$ cat src/rtl/dwt_row_scheduler.sv
// -----------------------------------------------------------------------------
// dwt_row_scheduler
//   Frame sequencer feeding the row-direction 9/7 DWT stream input. A start
//   walks a frame held in pair-wide line memory row by row, issues reads and
//   presents each pair as a stream beat with sof/eol framing. Every row is
//   followed by FlushPairs pad beats (re-reading the row's last pair) so the
//   row filter pipeline drains before the next row begins.
//
// Ports
//   clk_i, rst_i        clock, asynchronous active-high reset
//   start_i             begin a frame (sampled only while idle)
//   abort_i             synchronous abort: drop the frame, return to idle
//   cfg_width_i         row width in pairs (W), legal 2..MaximumSideSize/2
//   cfg_height_i        row count (H), legal 1..MaximumSideSize
//   busy_o              frame in progress
//   done_o              1-cycle pulse the cycle after the final beat handshake
//   cfg_err_o           1-cycle pulse after a start with an illegal W/H
//   rd_en_o, rd_addr_o  memory read strobe / pair address (row*W + col)
//   rd_data_i           read data, valid the cycle after rd_en_o
//   m_ready_i           downstream ready
//   m_valid_o, m_sof_o, m_eol_o, m_data_o   output stream beat {odd, even}
//
// Handshake: a beat transfers on a cycle where m_valid_o & m_ready_i. While
//   m_valid_o is high and m_ready_i low, m_data_o/m_sof_o/m_eol_o hold steady.
//   m_valid_o never drops without a transfer except on abort or reset.
// -----------------------------------------------------------------------------
module dwt_row_scheduler #(
  parameter int DataWidth       = 16,
  parameter int MaximumSideSize = 512,
  parameter int FlushPairs      = 4,
  parameter int AddrWidth       = $clog2(MaximumSideSize*MaximumSideSize/2),
  localparam int WBits          = $clog2(MaximumSideSize/2+1),
  localparam int HBits          = $clog2(MaximumSideSize+1)
) (
  input  logic                   clk_i,
  input  logic                   rst_i,
  input  logic                   start_i,
  input  logic                   abort_i,
  input  logic [WBits-1:0]       cfg_width_i,
  input  logic [HBits-1:0]       cfg_height_i,
  output logic                   busy_o,
  output logic                   done_o,
  output logic                   cfg_err_o,
  output logic                   rd_en_o,
  output logic [AddrWidth-1:0]   rd_addr_o,
  input  logic [2*DataWidth-1:0] rd_data_i,
  input  logic                   m_ready_i,
  output logic                   m_valid_o,
  output logic                   m_sof_o,
  output logic                   m_eol_o,
  output logic [2*DataWidth-1:0] m_data_o
);

  localparam int BBits = $clog2(MaximumSideSize/2 + FlushPairs);
  localparam int BeatW = 2*DataWidth;

  typedef enum logic [1:0] {
    S_IDLE  = 2'd0,
    S_RUN   = 2'd1,
    S_DRAIN = 2'd2
  } state_e;

  state_e                 state_q;
  logic [WBits-1:0]       w_q;
  logic [HBits-1:0]       h_q;
  logic [BBits-1:0]       b_q;
  logic [HBits-1:0]       row_q;
  logic [AddrWidth-1:0]   addr_q;
  logic                   done_q;
  logic                   cfg_err_q;

  // One-stage tag pipe matching the memory latency.
  logic                   inflight_q;
  logic                   tag_sof_q;
  logic                   tag_eol_q;

  // Two-entry output FIFO, entries are {sof, eol, data}.
  logic [BeatW+1:0]       fifo_q [2];
  logic                   wr_ptr_q;
  logic                   rd_ptr_q;
  logic [1:0]             count_q;

  logic                   cfg_ok;
  logic                   credit_ok;
  logic                   issue;
  logic [BBits-1:0]       last_b;
  logic [BBits-1:0]       last_col_b;
  logic                   beat_sof;
  logic                   beat_eol;
  logic                   row_last;
  logic                   addr_step;
  logic [BeatW+1:0]       out_beat;
  logic                   hs;
  logic                   push;
  logic                   pop_fifo;
  logic                   last_out;
  logic                   do_abort;

  assign cfg_ok = (cfg_width_i >= WBits'(2)) &&
                  (cfg_width_i <= WBits'(MaximumSideSize/2)) &&
                  (cfg_height_i >= HBits'(1)) &&
                  (cfg_height_i <= HBits'(MaximumSideSize));

  // A new read is allowed only while FIFO entries plus the read in flight
  // leave room for its data, so the FIFO can never overflow.
  assign credit_ok = (count_q == 2'd0) || ((count_q == 2'd1) && !inflight_q);
  assign issue     = (state_q == S_RUN) && credit_ok;

  assign last_b     = BBits'(w_q) + BBits'(FlushPairs - 1);
  assign last_col_b = BBits'(w_q) - BBits'(1);
  assign beat_sof   = (row_q == '0) && (b_q == '0);
  assign beat_eol   = (b_q == last_b);
  assign row_last   = (row_q == (h_q - HBits'(1)));

  // The address tracks the column and holds during pad beats. Stepping once
  // more at the row's last beat lands on base+W, i.e. the next row's base.
  assign addr_step = (b_q < last_col_b) || beat_eol;

  assign do_abort = abort_i && (state_q != S_IDLE);

  // Output comes from the FIFO head, or straight from memory when the FIFO is
  // empty so the first beat shows up in the cycle its data returns.
  assign out_beat  = (count_q != 2'd0) ? fifo_q[rd_ptr_q]
                                       : {tag_sof_q, tag_eol_q, rd_data_i};
  assign m_valid_o = (count_q != 2'd0) || inflight_q;
  assign m_sof_o   = m_valid_o & out_beat[BeatW+1];
  assign m_eol_o   = m_valid_o & out_beat[BeatW];
  assign m_data_o  = m_valid_o ? out_beat[BeatW-1:0] : '0;

  assign hs       = m_valid_o && m_ready_i;
  assign pop_fifo = m_ready_i && (count_q != 2'd0);
  // Returning data is stored unless it was bypassed and accepted right away.
  assign push     = inflight_q && ((count_q != 2'd0) || !m_ready_i);
  assign last_out = ((count_q == 2'd1) && !inflight_q) ||
                    ((count_q == 2'd0) && inflight_q);

  assign rd_en_o   = issue;
  assign rd_addr_o = addr_q;
  assign busy_o    = (state_q != S_IDLE);
  assign done_o    = done_q;
  assign cfg_err_o = cfg_err_q;

  // Frame sequencing FSM and row/beat counters.
  always_ff @(posedge clk_i or posedge rst_i) begin
    if (rst_i) begin
      state_q   <= S_IDLE;
      w_q       <= '0;
      h_q       <= '0;
      b_q       <= '0;
      row_q     <= '0;
      addr_q    <= '0;
      done_q    <= 1'b0;
      cfg_err_q <= 1'b0;
    end else begin
      done_q    <= 1'b0;
      cfg_err_q <= 1'b0;
      if (do_abort) begin
        state_q <= S_IDLE;
        b_q     <= '0;
        row_q   <= '0;
        addr_q  <= '0;
      end else begin
        case (state_q)
          S_IDLE: begin
            if (start_i) begin
              if (cfg_ok) begin
                state_q <= S_RUN;
                w_q     <= cfg_width_i;
                h_q     <= cfg_height_i;
                b_q     <= '0;
                row_q   <= '0;
                addr_q  <= '0;
              end else begin
                cfg_err_q <= 1'b1;
              end
            end
          end
          S_RUN: begin
            if (issue) begin
              if (addr_step) addr_q <= addr_q + AddrWidth'(1);
              if (beat_eol) begin
                b_q   <= '0;
                row_q <= row_q + HBits'(1);
                if (row_last) state_q <= S_DRAIN;
              end else begin
                b_q <= b_q + BBits'(1);
              end
            end
          end
          S_DRAIN: begin
            if (hs && last_out) begin
              state_q <= S_IDLE;
              done_q  <= 1'b1;
            end
          end
          default: state_q <= S_IDLE;
        endcase
      end
    end
  end

  // Tag pipe and output FIFO.
  always_ff @(posedge clk_i or posedge rst_i) begin
    if (rst_i) begin
      inflight_q <= 1'b0;
      tag_sof_q  <= 1'b0;
      tag_eol_q  <= 1'b0;
      fifo_q[0]  <= '0;
      fifo_q[1]  <= '0;
      wr_ptr_q   <= 1'b0;
      rd_ptr_q   <= 1'b0;
      count_q    <= 2'd0;
    end else if (do_abort) begin
      inflight_q <= 1'b0;
      tag_sof_q  <= 1'b0;
      tag_eol_q  <= 1'b0;
      wr_ptr_q   <= 1'b0;
      rd_ptr_q   <= 1'b0;
      count_q    <= 2'd0;
    end else begin
      inflight_q <= issue;
      if (issue) begin
        tag_sof_q <= beat_sof;
        tag_eol_q <= beat_eol;
      end
      if (push) begin
        fifo_q[wr_ptr_q] <= {tag_sof_q, tag_eol_q, rd_data_i};
        wr_ptr_q         <= ~wr_ptr_q;
      end
      if (pop_fifo) rd_ptr_q <= ~rd_ptr_q;
      count_q <= count_q + {1'b0, push} - {1'b0, pop_fifo};
    end
  end

endmodule
$ cat config.mk
export PLATFORM = sky130hd
export DESIGN_NAME = dwt_row_scheduler
export DESIGN_NICKNAME = d
export VERILOG_FILES = /design/src/rtl/dwt_row_scheduler.sv
export SDC_FILE = /design/constraint.sdc
export NUM_CORES = 1
export LEC_CHECK = 0
export BUFFER_PORTS_ARGS = -buffer_cell sky130_fd_sc_hd__buf_4
export CAP_MARGIN = 20
export CORE_ASPECT_RATIO = 1.4
export CORE_MARGIN = 5
export CORE_UTILIZATION = 58
export DETAILED_ROUTE_END_ITERATION = 6
export PLACE_DENSITY = 0.81
export SKIP_LAST_GASP = 1
export SLEW_MARGIN = 20
export SYNTH_ARGS = -nofsm -noshare
export SYNTH_HDL_FRONTEND = slang
export SYNTH_SLANG_ARGS = --single-unit
$ cat constraint.sdc
create_clock -name clk_i -period 4.3 [get_ports clk_i]
set_clock_uncertainty 0.15 [all_clocks]
set_input_delay 0.215 -clock clk_i [delete_from_list [all_inputs] [get_ports clk_i]]
set_output_delay 0.215 -clock clk_i [all_outputs]
set_load 0.1 [all_outputs]
==> out/metrics.yaml, run 1 <==
outcome: "complete, no violations"
critPathLaunchType: "flop"
drc: 0
rows: 50
ant_nets: 0
cts_tree: "done"
setup_tns_ps: 0
antenna_found_initial: 0
io_pins: 112
cts_resized: 0
final-hold-violation-count: 0
cp_max_fo: 10
synth.avg_cell_area_um2: 10.5
crit_top_cell: "ha_1"
ys_seq_elements: 134
rsz0062_at_grt: "false"
syn_nets: 812
cts_buffer_depth: 2
final_layout_size_suffix_gt1_share_pct: 29.6
slew_headroom_pct: 28.2
r2r_start: "w_q[0]"
yosys_warnings: 0
antenna_cells: 0
clk_pin_slew_ps: 60
synth_top_cell_by_area: "dfrtp_1"
vias: 6582
routed_wl_um: 20500
final_max_slew_viol_count: 0
peakVddDrop_mv: 0.603
setup_violations: 0
cts-buffers-inserted: 17
synthArstFlopShare_pct: 100
synth_area_leaders: "dfrtp_1 (43%), mux2_2 (13%), mux2i_1 (4.8%)"
num-nets-final: 960
clock_sinks: 134
n_fill_cell: 896
clockRootBuffer: "clkbuf_16"
die_y_um: 147
hold_end: "h_q[9]"
post_drt_via_cell_ratio: 6.09
die_w_um: 108
r2r_slack_ps: 700
cap_viol_max_count: 0
hold_depth: 3
powerDensity_nw_per_um2: 739
gp_congestion: 0.858
ys_seq_area_share_pct: 43.2
crit_required_ps: 4440
cp.arrival_ps: 3740
postSynthCellCount: 738
final_util_pct: 73.8
grt_max_degree: 65
grt_pass1_vias: 6977
worst_hold_slack_ps: 30.4
critPathSlowestCell: "dfrtp_1"
synth_cell_type_count: 71
crit_chain: "inv_1 -> ha_1 -> nand2_1 -> xor2_1 -> ha_1 -> a211o_1 -> o22ai_1 -> nor2_1 -> a221oi_1 -> o31ai_2 -> buf_4 -> a221o_1"
fin_area_um2: 9790
min_from: "cfg_height_i[9]"
drt_iter0_markers: 493
critPathTopFamily: "compound AO/OA/AOI/OAI gates"
wl_per_cell_um: 19.0
dp_cells: 996
r2r.worst_path.cells: 12
area_growth_pct: 26.1
timing.rr.end: "rd_addr_o[9]"
core-area_um2: 13300
crit_path_max_incr_delay_ps: 460
dp_hpwl_um: 13300
final_cells: 1080
setup.worst_path.end_class: "flop"
period_needed_ps: 3600
overflow: 0
track_usage_pct: 26.7
firstDrtPassIters: 5
fmax_ghz: 0.278
clkLatencyLatePin_ps: 410
synth_ff_type: "dfrtp_1"
yosysTopAreaCellShare_pct: 43.2
final_common_cell: "dfrtp_1"
critical_path_class: "reg2reg"
leakage_nw: 4.44
dpl_cell_area_um2: 8650
die-area_um2: 15800
layout_common_cells: "dfrtp_1 (133), buf_4 (122), mux2_2 (88)"
grt_pass1_wl_um: 34100
min_period_over_period_pct: 83.7
htree_levels: 4
syn_area_um2: 7770
hp-class: "in2reg"
start_util_pct: 58.6
crit_buf_inv: 2
worst_pin_slew_ps: 1080
io_buffer_count: 111
synth_edf_count: 0
[cells in the mapped netlist, drive strengths merged (16+ instances only)]
cell and number:
and3 16, buf 17, clkbuf 29, dfrtp 134, ha 18, inv 31
mux2 88, mux2i 37, nand2 26, nand3 55, nor2 28, o21ai 64
xnor2 19
[metrics by stage]
step                      worst slack (ps)  power, mW
after floorplan                        352       4.93
after global placement                 792       5.57
after detailed placement               719       5.69
after CTS                              710       7.22
after global routing                   468       7.55
final                                  699       7.23
[state kept, by name, indices dropped and copies added (netlist names), 2 cells and up]
register   cells
h_q           10
w_q            9
b_q            9
row_q         10
count_q        2
rd_addr_o     17
state_q        2
fifo_q        68
[worst max-delay path by stage]
stage                     startpoint             to  slack, ps  depth (start not counted)
after CTS                     w_q[0]   rd_addr_o[9]        710                         12
after detailed placement      w_q[0]   rd_addr_o[9]        720                         12
after floorplan                rst_i         b_q[0]        350                          1
final                         w_q[0]   rd_addr_o[9]        700                         12
after global placement        w_q[0]  rd_addr_o[10]        790                         12
after global routing          w_q[0]   rd_addr_o[9]        470                         12
[metal layers]
metal / vias up / wire, um / track usage (%)
met5: - / 0 / 0
met1: 3247 / 7890 / 30.3
met3: 53 / 928 / 4.22
met4: 0 / 657 / 12.2
li1: 3029 / - / -
met2: 253 / 11000 / 48.3
[tightest hold or removal path: cells and delay by family]
kind,cells,cell delay (ps)
AOI/OAI and AO/OA,1,180
buffers and inverters,2,150
[cell type report]
cell class	instances	area (um^2)	area share, %
clock buffers	17	425	4.35
flip-flops and latches	134	3350	34.3
repair buffers	175	1450	14.8
clock inverters	14	175	1.79
inverters	31	119	1.21
well taps	182	228	2.33
multi-input cells	527	4040	41.3
[cells by family (layout without fill, tap and decap cells)]
logic type / Yosys count / in the layout / share of synthesized area [%]
fa+ha+maj: 18 / 18 / 2.90
buf+inv: 77 / 237 / 5.01
simple gates: 203 / 203 / 14.5
xor+xnor: 31 / 31 / 3.67
mux: 125 / 125 / 17.5
compound gates: 150 / 150 / 13.2
flops: 134 / 134 / 43.2
[report_power, final]
part	switching, mW	internal (mW)	total [mW]
Sequential	0.418	1.65	2.06
Clock	0.562	0.915	1.48
Combinational	2.65	1.05	3.69
[what timing repair did]
action | in CTS | in global routing
hold endpoints to repair | 146 | 0
setup buffers | 0 | 0
hold buffers | 53 | 0
Note: power is estimated with default switching activity, not from simulation.
==> run 2, diff against run 1 <==
Settings changed: ABC_AREA set to 1, CORE_UTILIZATION 58 to 52, PLACE_DENSITY 0.81 to 0.76.
Clock period 4.3 ns to 3 ns, I/O delays scaled along.
==> out/metrics.yaml, run 2 <==
outcome: "complete, no violations"
synth_area_leaders: "dfrtp_1 (43%), nand2_1 (13%), o21ai_0 (7.4%)"
clockRootBuffer: "clkbuf_16"
final_max_slew_viol_count: 0
setup_tns_ps: 0
leakage_nw: 5.02
clock_sinks: 134
clk_pin_slew_ps: 60
cts-buffers-inserted: 17
crit_top_cell: "nand2_1"
final_util_pct: 66.6
crit_required_ps: 3200
synth_most_common_cell: "nand2_1"
r2r_start: "w_q[0]"
antenna_found_initial: 0
core-area_um2: 14900
yosysTopAreaCellShare_pct: 42.9
overflow: 0
synth_top_cell_by_area: "dfrtp_1"
synth_edf_count: 0
ys_seq_elements: 134
io_buffer_count: 111
layout_common_cells: "nand2_1 (279), inv_1 (137), dfrtp_1 (134)"
gp_congestion: 0.871
min_period_over_period_pct: 89.2
cts_buffer_depth: 2
peakVddDrop_mv: 1.03
cp_max_fo: 18
grt_max_degree: 135
startpoint: "w_q[0]"
syn_nets: 1127
cts_tree: "done"
powerDensity_nw_per_um2: 1160
synth.avg_cell_area_um2: 7.42
final_cells: 1408
rsz0062_at_grt: "false"
setup.worst_path.end_class: "flop"
final_layout_size_suffix_gt1_share_pct: 15.6
fmax_ghz: 0.374
ys_seq_area_share_pct: 42.9
critPathLaunchType: "flop"
die_y_um: 155
crit_chain: "inv_1 -> ha_1 -> nand2_1 -> nor2_1 -> nand3_1 -> nor3_1 -> xnor2_1 -> ha_1 -> nand2_1 -> inv_1 -> nand2_1 -> nand3_4 -> nand2_8 -> nand2_1 -> nand2_1"
die-area_um2: 17600
critPathSlowestCell: "dfrtp_1"
final_common_cell: "nand2_1"
io_pins: 112
slew_headroom_pct: 39.7
post_cts_buffers: 0
p_sw_share_pct: 55.0
syn_area_um2: 7810
worst_pin_slew_ps: 902
top_register: "fifo_q"
clkLatencyLatePin_ps: 420
cp.arrival_ps: 2880
grt_pass1_wl_um: 32600
antenna_cells: 0
sequentialPowerShare_pct: 24.3
area_growth_pct: 27.2
drt_iter0_markers: 584
period_needed_ps: 2680
synth_ff_type: "dfrtp_1"
post_drt_via_cell_ratio: 5.23
routed_wl_um: 19200
pwr-share-comb_pct: 59.0
ant_nets: 0
power.internal_mw: 5.20
synth_cell_type_count: 42
firstDrtPassIters: 5
dp_hpwl_um: 12700
rows: 53
largest_reg_flops: 68
dp_cells: 1320
critical_path_class: "reg2reg"
crit_path_max_incr_delay_ps: 370
hp-class: "in2async"
wl_per_cell_um: 13.6
htree_levels: 4
start_util_pct: 52.4
grt_pass1_vias: 6974
final-hold-violation-count: 0
postSynthCellCount: 1053
track_usage_pct: 22.6
vias: 7368
p_clk_share_pct: 16.7
synthArstFlopShare_pct: 100
setup_violations: 0
worst_hold_slack_ps: 314
cap_viol_max_count: 0
ys_top_cells_by_count: "nand2_1 (279), inv_1 (139), dfrtp_1 (134)"
die_w_um: 114
yosys_warnings: 0
drc: 0
power_switching_mw: 6.34
num-nets-final: 1277
==> run 2: cell types whose count changed after synthesis, sizes merged, moves of 13 or more <==
cell / previous run / this run
and3: 16 / 0
inv: 31 / 146
mux2: 88 / 0
mux2i: 37 / 0
nand2: 26 / 287
nand3: 55 / 71
nor2: 28 / 95
o21ai: 64 / 125
o32ai: 0 / 17
xor2: 11 / 24
==> run 2: stage by stage <==
| stage | instance area (um^2) | total power [mW] | setup slack (ps) |
|---|---|---|---|
| final | 9940 | 11.5 | 323 |
| after floorplan | 7870 | 8.30 | -722 |
| after CTS | 9940 | 11.6 | 301 |
| after global routing | 9940 | 12.3 | 50.1 |
| after global placement | 8830 | 9.47 | 447 |
| after detailed placement | 8830 | 9.58 | 344 |
==> run 2: timing repair <==
item | in CTS | in global routing
resized for setup | 0 | 0
endpoints found under the hold margin | 221 | 0
hold buffers | 56 | 0
==> run 2: logic make-up (layout without fill, tap and decap cells) <==
logic type	Yosys count	after routing	synth area share (%)
adder cells (fa/ha/maj)	18	18	2.88
AO/OA/AOI/OAI	178	178	13.0
flip-flops	134	134	42.9
AND/OR/NAND/NOR	496	496	27.4
XOR/XNOR	33	33	3.70
buffers and inverters	194	357	10.1
==> run 2: path summary, 6_finish.rpt <==
path	cells past startpoint	slack, ps	endpoint
setup / recovery	15	320	rd_addr_o[3]
hold / removal	4	310	fifo_q[2]
setup reg to reg	15	320	rd_addr_o[3]
hold reg to reg	2	330	fifo_q[33]
max in group asynchronous	4	1770	fifo_q[57]
min in group clk_i	2	330	fifo_q[33]
==> run 2: area by class of cell <==
type	instances	area, um^2
Inverter	149	568
Sequential cell	134	3350
Multi-Input combinational cell	725	3730
Clock inverter	13	97.6
Clock buffer	19	453
Tap cell	192	240
Fill cell	1262	4980
Timing Repair Buffer	176	1500
==> run 2: critical path: cells and delay by family (launching register included) <==
family | cells | cell delay [ps]
buffers and inverters | 2 | 140
AND/OR/NAND/NOR | 10 | 1300
adder cells (fa/ha/maj) | 2 | 480
flip-flops | 1 | 370
XOR/XNOR | 1 | 150
==> run 2: power by group through the flow <==
stage               registers [mW]  logic, mW  clock network, mW
finish                        2.80       6.81               1.93
global placement              2.80       6.67                  0
global route                  2.88       7.35               2.06
detailed placement            2.82       6.76                  0
CTS                           2.80       6.84               1.97
floorplan                     2.76       5.54                  0
==> run 2: layer usage <==
layer | track usage [%] | part of all wire [%] | vias to the layer above
met1 | 28.8 | 42 | 3481
met3 | 4.51 | 4.8 | 30
met5 | 0 | 0 | -
met4 | 7.62 | 1.7 | 0
li1 | - | - | 3684
met2 | 38.2 | 51 | 173
